$ cat config.mk
export PLATFORM = sky130hd
export DESIGN_NAME = div_issue_unit
export DESIGN_NICKNAME = d
export VERILOG_FILES = /design/src/rtl/div_issue_unit.sv
export SDC_FILE = /design/constraint.sdc
export NUM_CORES = 1
export LEC_CHECK = 0
export ABC_AREA = 1
export CAP_MARGIN = 20
export CELL_PAD_IN_SITES_DETAIL_PLACEMENT = 0
export CELL_PAD_IN_SITES_GLOBAL_PLACEMENT = 2
export CORE_MARGIN = 4
export CORE_UTILIZATION = 23
export CTS_CLUSTER_DIAMETER = 60
export DETAILED_ROUTE_END_ITERATION = 7
export HOLD_SLACK_MARGIN = 0.05
export PLACE_DENSITY = 0.85
export SLEW_MARGIN = 40
export SYNTH_ARGS = -nofsm -noshare
export SYNTH_HDL_FRONTEND = slang
export SYNTH_SLANG_ARGS = --single-unit
$ cat constraint.sdc
create_clock -name clk -period 4.75 [get_ports clk]
set_input_delay 1.425 -clock clk [delete_from_list [all_inputs] [get_ports clk]]
set_output_delay 1.425 -clock clk [all_outputs]
set_load 0.005 [all_outputs]
$ cat src/rtl/div_issue_unit.sv
// Front end between the EXU and the iterative divider for RISC-V M-extension div/rem ops.
// Define DIV_RESULT_CACHE_EN to add a one-entry cache of the last divider result.
module div_issue_unit #(
  parameter int XLEN = 64
) (
  input  logic            clk,
  input  logic            rst,
  input  logic            in_valid,
  output logic            in_ready,
  input  logic [2:0]      div_op,
  input  logic [XLEN-1:0] src1,
  input  logic [XLEN-1:0] src2,
  input  logic            flush,
  output logic            out_valid,
  input  logic            out_ready,
  output logic [XLEN-1:0] result,
  output logic            div_valid,
  input  logic            div_ready,
  output logic            div_flush,
  output logic            div_divw,
  output logic            div_signed,
  output logic [XLEN-1:0] div_dividend,
  output logic [XLEN-1:0] div_divisor,
  input  logic            div_out_valid,
  input  logic [XLEN-1:0] div_quotient,
  input  logic [XLEN-1:0] div_remainder
);

  typedef enum logic [1:0] {IDLE, ISSUE, WAIT, DONE} state_t;

  state_t          state, state_nxt;
  logic [2:0]      op_q;
  logic [XLEN-1:0] a_q, b_q, res_q;
  logic            accept, div_zero, sovf, special, hit, capture;
  logic [XLEN-1:0] spec_res, hit_res;

  // Select quotient or remainder; every W result is sign-extended from bit 31.
  function automatic logic [XLEN-1:0] pick(input logic rem, input logic word,
                                           input logic [XLEN-1:0] quo,
                                           input logic [XLEN-1:0] rmd);
    logic [XLEN-1:0] raw;
    raw = rem ? rmd : quo;
    return word ? {{(XLEN-32){raw[31]}}, raw[31:0]} : raw;
  endfunction

  always_comb begin
    accept   = (state == IDLE) && in_valid && !flush;
    div_zero = div_op[2] ? (src2[31:0] == '0) : (src2 == '0);
    sovf     = !div_op[0] &&
               (div_op[2] ? (src1[31:0] == 32'h8000_0000 && src2[31:0] == '1)
                          : (src1 == {1'b1, {(XLEN-1){1'b0}}} && src2 == '1));
    special  = div_zero || sovf;
    // Feeding src1 through pick() covers both the 64-bit and W special results.
    spec_res = pick(div_op[1], div_op[2],
                    div_zero ? {XLEN{1'b1}} : src1,
                    div_zero ? src1 : {XLEN{1'b0}});
    capture  = (state == WAIT) && div_out_valid && !flush;
  end

`ifdef DIV_RESULT_CACHE_EN
  logic            c_valid, c_uns, c_word;
  logic [XLEN-1:0] c_a, c_b, c_q, c_r;

  assign hit     = c_valid && (c_a == src1) && (c_b == src2) &&
                   (c_uns == div_op[0]) && (c_word == div_op[2]);
  assign hit_res = pick(div_op[1], div_op[2], c_q, c_r);

  always_ff @(posedge clk) begin
    if (rst) begin
      c_valid <= 1'b0;
      c_uns   <= 1'b0;
      c_word  <= 1'b0;
      c_a     <= '0;
      c_b     <= '0;
      c_q     <= '0;
      c_r     <= '0;
    end else if (capture) begin
      c_valid <= 1'b1;
      c_uns   <= op_q[0];
      c_word  <= op_q[2];
      c_a     <= a_q;
      c_b     <= b_q;
      c_q     <= div_quotient;
      c_r     <= div_remainder;
    end
  end
`else
  assign hit     = 1'b0;
  assign hit_res = '0;
`endif

  always_comb begin
    state_nxt = state;
    in_ready  = 1'b0;
    div_valid = 1'b0;
    div_flush = 1'b0;
    case (state)
      IDLE: begin
        in_ready = !flush;
        if (accept) state_nxt = (special || hit) ? DONE : ISSUE;
      end
      ISSUE: begin
        div_valid = !flush;
        if (flush)          state_nxt = IDLE;
        else if (div_ready) state_nxt = WAIT;
      end
      WAIT: begin
        div_flush = flush;
        if (flush)              state_nxt = IDLE;
        else if (div_out_valid) state_nxt = DONE;
      end
      DONE: begin
        if (flush || out_ready) state_nxt = IDLE;
      end
      default: state_nxt = IDLE;
    endcase
  end

  always_ff @(posedge clk) begin
    if (rst) begin
      state <= IDLE;
      op_q  <= '0;
      a_q   <= '0;
      b_q   <= '0;
      res_q <= '0;
    end else begin
      state <= state_nxt;
      if (accept) begin
        op_q <= div_op;
        a_q  <= src1;
        b_q  <= src2;
        if (special)  res_q <= spec_res;
        else if (hit) res_q <= hit_res;
      end
      if (capture) res_q <= pick(op_q[1], op_q[2], div_quotient, div_remainder);
    end
  end

  assign out_valid    = (state == DONE);
  assign result       = res_q;
  assign div_dividend = a_q;
  assign div_divisor  = b_q;
  assign div_divw     = op_q[2];
  assign div_signed   = !op_q[0];

endmodule

==> summary by stage <==
Die
The number of core rows is 78. The starting utilization of the core area is a little under a quarter. The number of I/O pins is between 400 and 500. The region available for standard cell placement spans roughly 46000 sq um. The die is 224 microns tall. The full die area is around 50000 sq um. The die is around 220 microns wide.

Clocking
The tree is rooted in a clkbuf_16. Post-CTS repair changed the size of 0 cells. After clock tree synthesis, the clock-pin slew on the worst setup and hold paths is ~0.070 ns.

The clock latency of the later-clocked register in the worst-skew pair is slightly below 0.5 ns. The CTS buffer count is 17. TritonCTS built the clock tree. CTS built an H-tree with a depth of 4. The clock drives a little under 200 sinks. The largest buffer count on any clock path is 2.

The buffer count from post-CTS setup fixing is 0. The count of hold buffers inserted by post-cts repair is 0.

STA
Setup repair after global routing left no endpoint under its margin. For the pin with the worst max-slew slack, the measured transition is between 0.8 and 0.9 ns. Across the routed clock network, the largest skew measured is about 0.010 ns. The final period demand of the worst path is 4.31 ns. The total count of max-transition violations in the final report was 0.

After layout, the worst path uses approximately nine tenths of the clock period. The highest clock rate is between 200 and 250 MHz. The final total negative setup slack is 0 ns. The final worst setup slack is 0.439 ns. On the final layout, the worst hold slack is roughly 0.46 ns.

The worst slew margin relative to its limit is between 40% and 50%. The final count of hold timing violations is 0. The count of final setup violators is 0.

Route
The final layout contains routed wiring with a total length of 51000 microns. The first detailed-routing pass ran for 7 iterations. The first-iteration detailed-routing DRC count is ~760.

The residual DRC count is 0. The wire length per cell after detailed routing is about 19 microns. The detailed-route via count is approximately 13000. In the routed layout, each cell is associated on average with a via count of 4.65. The remaining antenna violation count is 0.

Yosys
The synthesis-stage register bit count is 197. Counting every net in the synthesized netlist gives roughly 2000. By area the synthesized netlist is led by dfxtp_1 (37%), nand2_1 (16%), a21oi_1 (11%). The total number of yosys warnings is 0. Dividing the synthesized area by the synthesized cell count gives 6.20 sq um. The number of instances in the synthesized netlist is ~1700.

Yosys mapped the design onto 32 distinct sky130hd cell types. The post-synthesis cell area is about 11000 sq um. The top cell type by area accounts for 36.7% of the synthesized area. The library cell occupying the most area in the post-synthesis netlist is dfxtp_1. The share of the yosys chip area belonging to registers is between 30% and 40%.

Placement
The worst setup timing slack at the placement stage is between 0.4 and 0.5 ns. Routability-driven placement finished with a final weighted congestion of approximately 0.85. The count of input and output buffers is ~460.

The HPWL after detailed placement is 37100 microns.

Critical path
In this run the worst setup path begins at flush. For flop-to-flop paths, the worst setup slack is ~2.2 ns. The required time at the endpoint of the critical path is 3.32 ns. For this run, the slowest stage of the critical path takes roughly 0.65 ns. The startpoint class of the critical path is an input pin.

The most numerous cell on the critical path is clkdlybuf4s50_1. For this design, the slowest cell found on the critical path is clkdlybuf4s50_1. The family of cells with the greatest summed delay on the critical path is buffers and inverters.

Of all nets on the critical path, the largest fanout is 5. The critical register-to-register path endpoint is result[6]. The kind of critical path is in2out. The worst register-to-register path has a depth of 8. Walking the worst path, the cells encountered are clkdlybuf4s50_1 -> nor3_4 -> clkdlybuf4s50_1.

The data arrival time of the worst path is between 2 and 3 ns. The startpoint identified for the worst register-to-register timing path is state[1]. The worst setup path is captured at an output port. The number of buffers and inverters on the critical path is 2.

Run status
The flow ran to the end, and the final reports show no timing, DRC or antenna violations.

Final layout
Summing all multi-input logic gate instances after layout gives 5900 sq um. Cells with a size suffix above 1 make up between 3 and 4% of the layout. The area growth from synthesis to final layout is 51.5%. The core utilization of the finished layout is approximately 36%. The count of filler cells inserted in the layout is between 4000 and 5000. The footprint of the flip-flops and latches is 3950 sq um. After the last flow step, the layout net total stands at 2363.

Global routing
The initial antenna violation count is 6. Global routing consumed, over all layers together, about 20% of the routing resources. Summed over all layers, the global routing overflow is 0.

Entering global routing, the biggest net connects ~130 pins. The number of global-route vias before repair is around 12000. The first global-routing pass estimated between 70000 and 80000 microns of wire.

Hold path
The worst hold path begins at div_divisor[63]. The path class of the lowest-slack min-delay path is reg2reg. The worst hold path stage count is 2.

The capture endpoint of the worst hold path is div_divisor[63].

Pwr
The static leakage is ~6.3 nW. Power spread over the standard cell area amounts to around 300 nW/um^2. The maximum resistive drop on vdd is ~0.24 mV.

Run
Max-cap violations in this run came to 0.
-- worst max-delay path by stage --
stage	slack [ns]	to	depth (start not counted)
after floorplan	1.46	in_ready	2
after global placement	0.46	in_ready	3
after detailed placement	0.45	in_ready	3
after CTS	0.44	in_ready	3
after global routing	0.36	div_valid	5
final	0.44	in_ready	3
-- cell usage after synthesis --
cell type / number
o21ai_2: 8
nor2_2: 1
clkinv_1: 1
or2_0: 2
clkbuf_1: 82
a211oi_1: 1
a21boi_0: 1
inv_2: 5
a21oi_1: 237
o21ai_0: 69
dfxtp_1: 197
nor3_4: 1
or2_2: 1
nand2_4: 2
buf_6: 14
inv_4: 1
nor2_4: 1
buf_4: 2
nor2_1: 264
nand3_1: 233
mux2i_1: 1
buf_1: 6
o21ai_1: 26
nand3b_1: 1
nor3_1: 3
buf_2: 35
inv_1: 53
nand2_2: 4
nand3_4: 1
nand2_1: 466
nor3b_1: 1
nand4_1: 13
-- worst register-to-register path, delay by kind of cell (launching register included) --
| family | cells | cell delay (ns) |
|---|---|---|
| buf+inv | 2 | 1.18 |
| simple gates | 6 | 0.91 |
| flops | 1 | 0.41 |
-- routing by layer --
layer  vias to the layer above  track usage, %  routed length (microns)
li1                       6400               -                        -
met1                      5792            25.7                    22900
met2                       365            31.1                    23500
met3                        54            5.40                     3420
met4                         2            6.82                     1160
met5                         -               0                       13
-- where the power goes --
group | internal (W) | leakage (nW) | switching [W]
clock | 0.000891 | 0.309 | 0.000734
sequential | 0.00177 | 1.60 | 0.0000825
combinational | 0.000633 | 4.34 | 0.000815
-- sequential cells by signal (all words and copies together) (netlist names) --
register / count
div_dividend: 64
div_divisor: 64
result: 64
op_q: 3
state: 2
-- cell usage in the layout, fill, tap and decap left out, types with 2 or more instances in the layout --
master	count
inv_2	6
clkinv_2	2
buf_6	2
nand3_1	233
inv_6	3
o21ai_1	26
clkbuf_16	17
buf_12	2
bufinv_16	3
o21ai_2	8
clkdlybuf4s50_1	460
nor3_1	3
or2_0	2
inv_1	52
buf_4	19
clkinv_4	2
dfxtp_1	196
nor2_1	264
diode_2	5
nand2_4	3
nand2_2	3
a21oi_1	237
o21ai_0	69
clkbuf_1	2
nand2_1	466
clkbuf_8	4
nand4_1	13
-- final cells by class --
| type | instances | share of cell area [%] |
|---|---|---|
| Tap cell | 600 | 4.61 |
| Antenna cell | 5 | 0.0769 |
| Inverter | 60 | 1.41 |
| Multi-Input combinational cell | 1337 | 36.2 |
| Clock buffer | 23 | 3.00 |
| Sequential cell | 197 | 24.2 |
| Timing Repair Buffer | 484 | 29.6 |
| Clock inverter | 9 | 0.853 |
-- metrics by stage --
step	instances	power [W]	cell area [sq um]
2_1_floorplan	1733	0.00260	10700
3_3_place_gp	2678	0.00334	15600
3_5_place_dp	2678	0.00335	15600
4_1_cts	2710	0.00501	16300
5_1_grt	2714	0.00521	16300
6_report	2715	0.00493	16300
-- cell families after synthesis --
family | count (synthesis) | share of synthesized area [%]
and+or+nand+nor | 994 | 38.5
AOI/OAI and AO/OA | 342 | 16.3
muxes | 1 | 0.0932
DFF | 197 | 36.7
buffers and inverters | 199 | 8.43
Note: power is estimated with default switching activity, not from simulation.
